===== config.mk =====
export PLATFORM = sky130hd
export DESIGN_NAME = rat_reduce
export DESIGN_NICKNAME = d
export VERILOG_FILES = /design/src/rtl/rat_reduce.sv
export SDC_FILE = /design/constraint.sdc
export NUM_CORES = 1
export LEC_CHECK = 0
export CAP_MARGIN = 20
export CELL_PAD_IN_SITES_DETAIL_PLACEMENT = 1
export CELL_PAD_IN_SITES_GLOBAL_PLACEMENT = 2
export CORE_ASPECT_RATIO = 0.6
export CORE_MARGIN = 4
export CORE_UTILIZATION = 36
export CTS_CLUSTER_DIAMETER = 30
export DETAILED_ROUTE_END_ITERATION = 6
export PLACE_DENSITY_LB_ADDON = 0.12
export SLEW_MARGIN = 20
export SYNTH_ARGS = -nofsm -noshare
export SYNTH_HDL_FRONTEND = slang
export SYNTH_SLANG_ARGS = --single-unit

===== constraint.sdc =====
create_clock -name i_clk -period 3.83 [get_ports i_clk]
set_input_delay 0.9575 -clock i_clk [delete_from_list [all_inputs] [get_ports i_clk]]
set_output_delay 0.9575 -clock i_clk [all_outputs]
set_load 0.02 [all_outputs]

===== src/rtl/rat_reduce.sv =====
// Rational normalizer: reduces num/den to lowest terms using a binary (Stein) GCD
// followed by a restoring division of |num| and den by the shared GCD.
module rat_reduce #(
    parameter int WIDTH = 32
) (
    input  logic             i_clk,
    input  logic             i_rst,
    input  logic             i_in_valid,
    output logic             o_in_ready,
    input  logic [WIDTH-1:0] i_in_num,
    input  logic [WIDTH-1:0] i_in_den,
    output logic             o_out_valid,
    input  logic             i_out_ready,
    output logic [WIDTH-1:0] o_out_num,
    output logic [WIDTH-1:0] o_out_den,
    output logic             o_out_err
);

    // state  | meaning
    // IDLE   | waiting for an input fraction
    // CHECK  | zero numerator / zero denominator short-cuts
    // GCD    | one Stein step per cycle
    // DIV    | WIDTH cycles of shared-divisor restoring division
    // DONE   | result held until the consumer takes it
    typedef enum logic [2:0] {S_IDLE, S_CHECK, S_GCD, S_DIV, S_DONE} state_t;

    localparam int KW = $clog2(WIDTH) + 1;
    localparam int SW = $clog2(2 * WIDTH) + 1;

    state_t           r_state;
    state_t           w_next;
    logic             r_sign;
    logic [WIDTH-1:0] r_a;
    logic [WIDTH-1:0] r_b;
    logic [KW-1:0]    r_k;
    logic [SW-1:0]    r_steps;
    logic [WIDTH-1:0] r_g;
    logic [WIDTH-1:0] r_qn;
    logic [WIDTH-1:0] r_qd;
    logic [WIDTH-1:0] r_rn;
    logic [WIDTH-1:0] r_rd;
    logic [KW-1:0]    r_cnt;
    logic [WIDTH-1:0] r_out_num;
    logic [WIDTH-1:0] r_out_den;
    logic             r_out_err;

    logic [WIDTH-1:0] w_abs;
    logic             w_a_eq_b;
    logic             w_timeout;
    logic             w_div_last;
    logic [WIDTH-1:0] w_rn_low;
    logic [WIDTH-1:0] w_rd_low;
    logic             w_rn_ge;
    logic             w_rd_ge;
    logic [WIDTH-1:0] w_rn_nx;
    logic [WIDTH-1:0] w_rd_nx;
    logic [WIDTH-1:0] w_qn_nx;
    logic [WIDTH-1:0] w_qd_nx;

    assign w_abs      = i_in_num[WIDTH-1] ? (~i_in_num + WIDTH'(1)) : i_in_num;
    assign w_a_eq_b   = (r_a == r_b);
    assign w_timeout  = (r_steps == SW'(2 * WIDTH));
    assign w_div_last = (r_cnt == KW'(WIDTH - 1));

    // Shifted remainder is WIDTH+1 bits; its top bit is carried separately so the
    // subtraction stays WIDTH wide (the true difference is always below g).
    assign w_rn_low = {r_rn[WIDTH-2:0], r_qn[WIDTH-1]};
    assign w_rd_low = {r_rd[WIDTH-2:0], r_qd[WIDTH-1]};
    assign w_rn_ge  = r_rn[WIDTH-1] | (w_rn_low >= r_g);
    assign w_rd_ge  = r_rd[WIDTH-1] | (w_rd_low >= r_g);
    assign w_rn_nx  = w_rn_ge ? (w_rn_low - r_g) : w_rn_low;
    assign w_rd_nx  = w_rd_ge ? (w_rd_low - r_g) : w_rd_low;
    assign w_qn_nx  = {r_qn[WIDTH-2:0], w_rn_ge};
    assign w_qd_nx  = {r_qd[WIDTH-2:0], w_rd_ge};

    always_ff @(posedge i_clk) begin
        if (i_rst) begin
            r_state <= S_IDLE;
        end else begin
            r_state <= w_next;
        end
    end

    always_comb begin
        w_next = r_state;
        case (r_state)
            S_IDLE:  if (i_in_valid) w_next = S_CHECK;
            S_CHECK: w_next = (r_b == '0 || r_a == '0) ? S_DONE : S_GCD;
            S_GCD:   if (w_a_eq_b || w_timeout) w_next = S_DIV;
            S_DIV:   if (w_div_last) w_next = S_DONE;
            S_DONE:  if (i_out_ready) w_next = S_IDLE;
            default: w_next = S_IDLE;
        endcase
    end

    always_ff @(posedge i_clk) begin
        if (i_rst) begin
            r_sign    <= 1'b0;
            r_a       <= '0;
            r_b       <= '0;
            r_k       <= '0;
            r_steps   <= '0;
            r_g       <= '0;
            r_qn      <= '0;
            r_qd      <= '0;
            r_rn      <= '0;
            r_rd      <= '0;
            r_cnt     <= '0;
            r_out_num <= '0;
            r_out_den <= '0;
            r_out_err <= 1'b0;
        end else begin
            case (r_state)
                S_IDLE: begin
                    if (i_in_valid) begin
                        r_sign  <= i_in_num[WIDTH-1];
                        r_a     <= w_abs;
                        r_b     <= i_in_den;
                        r_k     <= '0;
                        r_steps <= '0;
                        r_qn    <= w_abs;
                        r_qd    <= i_in_den;
                        r_rn    <= '0;
                        r_rd    <= '0;
                        r_cnt   <= '0;
                    end
                end
                S_CHECK: begin
                    if (r_b == '0) begin
                        r_out_num <= '0;
                        r_out_den <= '0;
                        r_out_err <= 1'b1;
                    end else if (r_a == '0) begin
                        r_out_num <= '0;
                        r_out_den <= WIDTH'(1);
                        r_out_err <= 1'b0;
                    end
                end
                S_GCD: begin
                    r_steps <= r_steps + SW'(1);
                    if (w_a_eq_b) begin
                        r_g <= r_a << r_k;
                    end else if (w_timeout) begin
                        // 2^k always divides both operands, so the result stays exact.
                        r_g <= WIDTH'(1) << r_k;
                    end else if (!r_a[0] && !r_b[0]) begin
                        r_a <= r_a >> 1;
                        r_b <= r_b >> 1;
                        r_k <= r_k + KW'(1);
                    end else if (!r_a[0]) begin
                        r_a <= r_a >> 1;
                    end else if (!r_b[0]) begin
                        r_b <= r_b >> 1;
                    end else if (r_a > r_b) begin
                        r_a <= r_a - r_b;
                    end else begin
                        r_b <= r_b - r_a;
                    end
                end
                S_DIV: begin
                    r_qn  <= w_qn_nx;
                    r_qd  <= w_qd_nx;
                    r_rn  <= w_rn_nx;
                    r_rd  <= w_rd_nx;
                    r_cnt <= r_cnt + KW'(1);
                    if (w_div_last) begin
                        assert (w_rn_nx == '0 && w_rd_nx == '0);
                        r_out_num <= r_sign ? (~w_qn_nx + WIDTH'(1)) : w_qn_nx;
                        r_out_den <= w_qd_nx;
                        r_out_err <= 1'b0;
                    end
                end
                default: ;
            endcase
        end
    end

    assign o_in_ready  = (r_state == S_IDLE);
    assign o_out_valid = (r_state == S_DONE);
    assign o_out_num   = r_out_num;
    assign o_out_den   = r_out_den;
    assign o_out_err   = r_out_err;

endmodule

==> results.yml, run 1 <==
die:
  io_pins: 135
  initial_core_util: 0.366
  fp-row-count: 70
  dieArea_um2: 66600
  die_h_um: 202
  die_width_um: 331
  core_area_um2: 61400
drt:
  top_layer_used: "met5"
  dr.pass1.iters: 5
  wl_met2_mm: 38.9
  vias: 24800
  drt_wl_total_mm: 108
  m1WireLength_mm: 55.3
  wl_per_cell_um: 26.3
  wl_met3_mm: 12.0
  drt_iter0_drc: 2553
  drc: 0
  via_per_inst: 6.01
  ant_nets: 0
worst_hold_path:
  min_from: "o_out_den[12]"
  min_path_type: "flop to flop"
  worstHoldEndpoint: "o_out_den[12]"
  min_path_cells: 2
worst_setup_path:
  cp_cell_sequence: "ha_1 -> nand2_1 -> nor3_1 -> buf_4 -> nand3_1 -> buf_4 -> nand2_1 -> o21ai_4 -> a21boi_1 -> buf_4 -> o31ai_4 -> buf_4 -> buf_4 -> buf_4 -> a2111oi_1"
  cpMaxStageDelayCell: "dfxtp_1"
  regToRegStartpoint: "r_b[12]"
  rrSetupSlack_ps: 80
  path_class: "flop to flop"
  r2r_cells: 15
  worst_path_most_repeated_cell: "buf_4"
  arrival_ps: 4250
  cp_max_fo: 7
  end_kind: "flop"
  crit_buf_inv: 6
  critical_path.top_delay_family: "compound AO/OA/AOI/OAI gates"
  crit_required_ps: 4330
  critPathMaxStageDelay_ps: 530
  start_kind: "flop"
  timing.rr.end: "r_b[28]"
synthesis:
  synth_area_um2: 22500
  async_flop_share: 0
  synth_edf_count: 0
  syn_area_per_cell_um2: 7.60
  ys.flop_type: "dfxtp_1"
  yosysUniqueCellTypes: 77
  synth-seq-area-share: 0.278
  ys_ff_latch: 312
  synthesis.nets: 3167
  synth_warnings: 0
  syn-instance-count: 2959
sta:
  finalSetupViolCount: 0
  worst_hold_slack_ps: 457
  max-slew-margin-rel: 0.266
  finalCriticalPeriod_ps: 3750
  drv_slew: 0
  grt_setup_unrepaired: "yes"
  hold_viol_final: 0
  finClkSkew_ps: 43.0
  layout_setup_ws_ps: 82.4
  fin_crit_sh: 0.978
  tightest_slew_ps: 1100
  fmax_mhz: 267
power:
  p_leak_nw: 11.4
  peakVddDrop_v: 0.000347
  cellPowerDensity_nw_per_um2: 527
  power_mw: 15.3
placed_design:
  portBuffers: 134
  dp_slack_ps: -153
  placed_area_um2: 26200
  dp.cells: 3977
  hpwl_mm: 82.4
  gp_congestion: 0.951
finish:
  seq_area_um2: 6250
  final_cells: 4127
  fillers: 7310
  area_growth_pct: 29.6
  num-nets-final: 3441
  multiInputGateArea_um2: 15100
  stdcell_area_um2: 29100
  layout-drive-gt1-share: 0.152
clocking:
  cts.sinks: 312
  cts_max_level: 3
  cts_tree: "done"
  root_buffer: "clkbuf_16"
  path_clk_slew_ps: 50
  cts_buffers: 79
  ctsLongestPathBuffers: 3
  insertion_delay_ps: 640
global_routing:
  grt_pass1_wl_mm: 161
  antenna_found_initial: 12
  grtUsageTotal: 0.317
  grt_max_degree: 104
  overflow: 0
  grt_pass1_vias: 24700
flow_run:
  maxCapViolCount: 0
run_status:
  status: "completed"
-- cell usage in the layout, fill, tap and decap left out, types with 87 or more instances in the layout --
cell / n
o21ai_0: 184
clkdlybuf4s50_1: 133
a22oi_1: 87
inv_1: 137
buf_4: 257
nand2_1: 348
xnor2_1: 96
ha_1: 134
a21oi_1: 319
dfxtp_1: 309
nand3_1: 91
nor2_1: 222
-- through the flow --
| step | util | TNS, ps |
|---|---|---|
| final | 0.474 | 0 |
| after global routing | 0.474 | -600 |
| after CTS | 0.471 | 0 |
| after detailed placement | 0.427 | -425 |
| after global placement | 0.427 | -664 |
| after floorplan | - | 0 |
-- layout make-up --
cell class | count | area share
Clock buffer | 94 | 0.0739
Inverter | 137 | 0.0177
Antenna cell | 4 | 0.000344
Timing Repair Buffer | 402 | 0.120
Tap cell | 828 | 0.0356
Sequential cell | 312 | 0.215
Multi-Input combinational cell | 2301 | 0.519
Clock inverter | 49 | 0.0190
-- logic make-up after synthesis --
group / after synthesis / share of synthesized area
mux: 63 / 0.0384
compound gates: 1018 / 0.295
flops: 312 / 0.278
simple gates: 906 / 0.183
xor+xnor: 174 / 0.0678
fa+ha+maj: 140 / 0.0793
buf+inv: 346 / 0.0589
-- cells in the mapped netlist, drive strengths merged (8+ instances only) --
master   count  area (um^2)
a2111oi      8         70.1
a211oi      35          263
a21o        72          541
a21oi      323         1620
a221o       30          300
a221oi      38          333
a22o         9         78.8
a22oi       87          653
a31oi       17          106
a32oi       11         96.3
and2         8         50.1
and3        10         62.6
buf         36          161
clkbuf     173          649
dfxtp      312         6250
ha         136         1700
inv        137          514
mux2i       39          390
mux4        18          405
nand2      349         1310
nand2b      29          181
nand3       91          455
nand4       22          138
nor2       226          851
nor2b       14         87.6
nor3        66          335
nor4        27          169
o211ai      42          315
o21a        23          173
o21ai      195          980
o21bai      19          143
o31ai       31          265
o32ai        8         70.1
o41ai       14          138
or2         13         81.3
or3         21          143
or4          8         67.6
xnor2       97          850
xor2        77          674
-- worst max path at each step --
stage          cells past startpoint          from  slack [ps]       endpoint
2_1_floorplan                     21      r_qn[31]         350  o_out_num[16]
5_1_grt                           12       r_a[27]        -110        r_g[13]
3_3_place_gp                      10  i_in_num[12]        -180       r_qn[29]
6_report                          15       r_b[12]          80        r_b[28]
3_5_place_dp                       9  i_in_num[12]        -150        r_a[31]
4_1_cts                           14        r_b[3]           8         r_b[4]
-- report_power, final --
group          internal (mW)  switching [mW]
Combinational           1.89            3.07
Sequential              3.42           0.209
Clock                   4.40            2.36
-- worst reg2reg max path, delay by kind of cell (launching register included) --
kind | cells | cell delay, ps
compound gates | 4 | 1060
fa+ha+maj | 1 | 330
buf+inv | 6 | 1020
flops | 1 | 530
simple gates | 4 | 690
-- state kept, by name, summed over array words and instances (netlist names), 3 cells and up --
| register | count |
|---|---|
| r_g | 32 |
| r_cnt | 6 |
| r_steps | 7 |
| o_out_num | 32 |
| o_out_den | 32 |
| r_qn | 32 |
| r_k | 6 |
| r_qd | 32 |
| r_b | 32 |
| r_state | 3 |
| r_rd | 32 |
| r_rn | 32 |
| r_a | 32 |
-- per-layer routing --
metal	track usage	vias to the layer above
met5	0	-
met1	0.508	12300
met4	0.0706	8
met2	0.387	1003
li1	-	11300
met3	0.111	135
-- what timing repair did --
item / in CTS / in global routing
gates resized for setup: 2 / 28
gates cloned: 0 / 1
setup buffers: 0 / 2
endpoints found under the hold margin: 0 / 0
endpoints found under the setup margin: 5 / 100
pin swaps: 0 / 6
hold buffers: 0 / 0
Power figures use the tool's default switching activity.
==> run 2: changes to the inputs <==
Settings changed: SKIP_LAST_GASP set to 1.
==> run 2 against run 1 <==
  * Power about the same
  * Core utilization about the same
  * Critical path depth unchanged
  * Clock power about the same
  * Via count about the same
  * Fmax decreased by 0.72%
  * Sequential share of layout area about the same
  * Largest cell class unchanged
  * Routed wire length about the same
==> results.yml, run 2 (synthesis gave the netlist of run 1 again) <==
clocking:
  cts_max_level: 3
  cts_buffers: 79
  cts.sinks: 312
  path_clk_slew_ps: 50
  ctsLongestPathBuffers: 3
  insertion_delay_ps: 640
  cts_tree: "done"
  root_buffer: "clkbuf_16"
placed_design:
  hpwl_mm: 82.4
  gp_congestion: 0.951
  placed_area_um2: 26200
  portBuffers: 134
drt:
  drt_iter0_drc: 2525
  vias: 24800
  wl_per_cell_um: 26.3
  via_per_inst: 6.02
  ant_nets: 0
  drc: 0
  drt_wl_total_mm: 108
  dr.pass1.iters: 5
global_routing:
  grtUsageTotal: 0.317
  antenna_found_initial: 12
  grt_pass1_wl_mm: 161
  grt_pass1_vias: 24700
  busiest_layer: "met1"
  grt_use_met3: 0.111
  overflow: 0
  grtUsageMet2: 0.387
  grt_util_met1: 0.508
  grt_max_degree: 104
sta:
  finClkSkew_ps: 41.1
  fmax_mhz: 265
  tns_ps: 0
  max-slew-margin-rel: 0.244
  hold_viol_final: 0
  finalCriticalPeriod_ps: 3770
  worst_hold_slack_ps: 460
  fin_crit_sh: 0.986
  finalSetupViolCount: 0
  drv_slew: 0
  tightest_slew_ps: 1130
  grt_setup_unrepaired: "yes"
finish:
  layout_common_cells: "348 x nand2_1, 319 x a21oi_1, 309 x dfxtp_1, 257 x buf_4, 222 x nor2_1"
  num-nets-final: 3441
  stdcell_area_um2: 29100
  final_common_cell: "nand2_1"
  fillers: 7310
  area_growth_pct: 29.5
  layout-drive-gt1-share: 0.151
  utilization: 0.474
power:
  peakVddDrop_v: 0.000347
  p_comb_frac: 0.323
  p_sw_frac: 0.368
  seqPwrFrac: 0.236
  power_switching_mw: 5.64
  power_mw: 15.4
  p_leak_nw: 11.4
  internal_power_mw: 9.71
  cellPowerDensity_nw_per_um2: 527
  pwr-share-clk: 0.441
die:
  initial_core_util: 0.366
  core_area_um2: 61400
  dieArea_um2: 66600
  die_h_um: 202
  io_pins: 135
  fp-row-count: 70
  die_width_um: 331
worst_setup_path:
  crit_required_ps: 4330
  critPathMaxStageDelay_ps: 520
  cp_max_fo: 7
  worst_path_most_repeated_cell: "buf_4"
  cp_cell_sequence: "ha_1 -> nand2_1 -> nor3_1 -> buf_4 -> nand3_1 -> buf_4 -> nand2_1 -> o21ai_4 -> a21boi_0 -> buf_4 -> o31ai_4 -> buf_4 -> buf_4 -> buf_4 -> a2111oi_1"
  path_class: "flop to flop"
  arrival_ps: 4270
  start_kind: "flop"
  end_kind: "flop"
  cpMaxStageDelayCell: "dfxtp_1"
worst_hold_path:
  min_path_type: "flop to flop"
run_status:
  status: "completed"
flow_run:
  maxCapViolCount: 0
## run 2: path summary, 6_finish.rpt
check                                   start       endpoint  slack (ps)  cells past startpoint
worst max-delay path                  r_b[12]        r_b[28]          60                     15
worst min-delay path            o_out_den[12]  o_out_den[12]         460                      2
worst max register to register        r_b[12]        r_b[28]          60                     15
worst min register to register  o_out_den[12]  o_out_den[12]         460                      2
## run 2: layout make-up
class / count / area [um^2] / area share
repair buffers: 402 / 3500 / 0.120
clock inverters: 49 / 553 / 0.0190
multi-input cells: 2301 / 15100 / 0.519
clock buffers: 94 / 2150 / 0.0740
well taps: 828 / 1040 / 0.0356
flip-flops and latches: 312 / 6250 / 0.215
diodes: 4 / 10.0 / 0.000344
inverters: 137 / 514 / 0.0177
## run 2: worst max-delay path: cells and delay by family (launching register included)
family	cells	cell delay (ps)
compound gates	4	1090
buf+inv	6	1050
simple gates	4	670
flops	1	520
fa+ha+maj	1	320
## run 2: power groups by stage
stage / sequential [mW] / combinational, mW / clock [mW]
2_1_floorplan: 3.64 / 2.67 / 0
5_1_grt: 3.64 / 5.29 / 7.05
3_3_place_gp: 3.67 / 4.67 / 0
6_report: 3.63 / 4.95 / 6.77
4_1_cts: 3.61 / 4.75 / 6.85
3_5_place_dp: 3.67 / 4.69 / 0
## run 2: repair_timing
item	CTS	global route
buffers inserted	0	2
endpoints found under the hold margin	0	0
pin swaps	0	4
hold buffers	0	0
gates resized for setup	2	24
setup endpoints to repair	5	100
gates cloned	0	1
## run 2: metal layers
layer  part of all wire  vias up  routed length, um
li1                   -    11300                  -
met1               0.51    12300              55200
met2               0.36     1024              38900
met3               0.11      124              12200
met4              0.018        8               2000
met5            0.00044        -                 48
## run 2: metrics by stage
step	instances	setup slack (ps)
after floorplan	2959	350
after global placement	3977	-182
after detailed placement	3977	-153
after CTS	4120	8.20
after global routing	4127	-133
final	4127	55.3
==> run 3: changes to the inputs <==
Settings changed: SKIP_CTS_REPAIR_TIMING set to 1.
==> run 3 against run 2 <==
  * Via count shrank 0.25%
  * Clock skew grew 1.1 ps
  * Critical path type unchanged
  * Final cell count is the same
==> results.yml, run 3 (synthesis gave the netlist of run 1 again) <==
worst_setup_path:
  timing.rr.end: "r_b[28]"
  end_kind: "flop"
  cp_max_fo: 7
  crit_required_ps: 4320
  arrival_ps: 4290
  start_kind: "flop"
  r2r_cells: 15
  rrSetupSlack_ps: 40
  path_class: "flop to flop"
  regToRegStartpoint: "r_b[12]"
global_routing:
  grt_pass1_wl_mm: 161
  grtUsageTotal: 0.317
  grt_pass1_vias: 24700
  overflow: 0
  grt_max_degree: 104
  antenna_found_initial: 12
placed_design:
  dp.cells: 3977
  portBuffers: 134
  gp_congestion: 0.951
  dp_slack_ps: -153
  hpwl_mm: 82.4
finish:
  seq_area_um2: 6250
  num-nets-final: 3441
  area_growth_pct: 29.6
  multiInputGateArea_um2: 15100
  final_common_cell: "nand2_1"
  layout_common_cells: "348 x nand2_1, 318 x a21oi_1, 309 x dfxtp_1, 257 x buf_4, 222 x nor2_1"
  final_cells: 4127
  fillers: 7311
  utilization: 0.475
  layout-drive-gt1-share: 0.152
worst_hold_path:
  min_path_type: "flop to flop"
  min_from: "o_out_den[12]"
  worstHoldEndpoint: "o_out_den[12]"
  min_path_cells: 2
sta:
  drv_slew: 0
  finClkSkew_ps: 42.2
  layout_setup_ws_ps: 38.4
  max-slew-margin-rel: 0.251
  tns_ps: 0
  tightest_slew_ps: 1110
  finalSetupViolCount: 0
  finalCriticalPeriod_ps: 3790
  fmax_mhz: 264
  grt_setup_unrepaired: "yes"
  hold_viol_final: 0
  fin_crit_sh: 0.990
run_status:
  status: "completed"
clocking:
  path_clk_slew_ps: 50
  insertion_delay_ps: 630
  cts_max_level: 3
  cts_buffers: 79
  ctsLongestPathBuffers: 3
  cts_tree: "done"
  root_buffer: "clkbuf_16"
  cts.sinks: 312
power:
  power_mw: 15.3
  cellPowerDensity_nw_per_um2: 526
  peakVddDrop_v: 0.000347
  p_leak_nw: 11.4
die:
  dieArea_um2: 66600
  fp-row-count: 70
  core_area_um2: 61400
  die_width_um: 331
  io_pins: 135
  die_h_um: 202
  initial_core_util: 0.366
drt:
  via_per_inst: 6.00
  vias: 24800
  dr.pass1.iters: 5
  m1WireLength_mm: 55.7
  drc: 0
  top_layer_used: "met5"
  wl_met3_mm: 11.7
  drt_wl_total_mm: 108
  ant_nets: 0
  wl_per_cell_um: 26.3
  drt_iter0_drc: 2619
  wl_met2_mm: 39.0
flow_run:
  maxCapViolCount: 0
run 3: critical path, cell delays in order (launching register included):
cell,delay [ps]
dfxtp_1,530
ha_1,320
nand2_1,260
nor3_1,130
buf_4,170
nand3_1,120
buf_4,160
nand2_1,160
o21ai_4,300
a21boi_0,320
buf_4,200
o31ai_4,60
buf_4,200
buf_4,160
buf_4,150
a2111oi_1,420
run 3: per-stage QoR:
step | instance area [um^2] | hold slack, ps
after global placement | 26200 | 440
final | 29100 | 457
after floorplan | 22500 | 416
after CTS | 28900 | 456
after detailed placement | 26200 | 449
after global routing | 29100 | 470
run 3: how the worst max path moves through the flow:
stage                      start       endpoint  slack (ps)  cells after the start
floorplan               r_qn[31]  o_out_num[16]         350                     21
global placement    i_in_num[12]       r_qn[29]        -180                     10
detailed placement  i_in_num[12]        r_a[31]        -150                      9
CTS                       r_g[5]  o_out_num[16]         -70                     20
global route             r_b[12]        r_b[28]        -130                     15
finish                   r_b[12]        r_b[28]          40                     15
run 3: where the power goes:
part	switching, mW	internal, mW	total [mW]
logic	3.06	1.89	4.95
clock network	2.36	4.40	6.76
registers	0.210	3.42	3.63
total	5.63	9.71	15.3
run 3: per-layer routing:
layer,up-vias,global-route usage
met5,-,0
met4,8,0.0706
met3,128,0.110
met2,951,0.387
met1,12400,0.508
li1,11300,-
run 3: cell type report:
| class | instances | share of cell area |
|---|---|---|
| Inverter | 137 | 0.0176 |
| Timing Repair Buffer | 402 | 0.120 |
| Multi-Input combinational cell | 2301 | 0.519 |
| Clock inverter | 49 | 0.0190 |
| Tap cell | 828 | 0.0356 |
| Antenna cell | 4 | 0.000344 |
| Sequential cell | 312 | 0.214 |
| Clock buffer | 94 | 0.0739 |
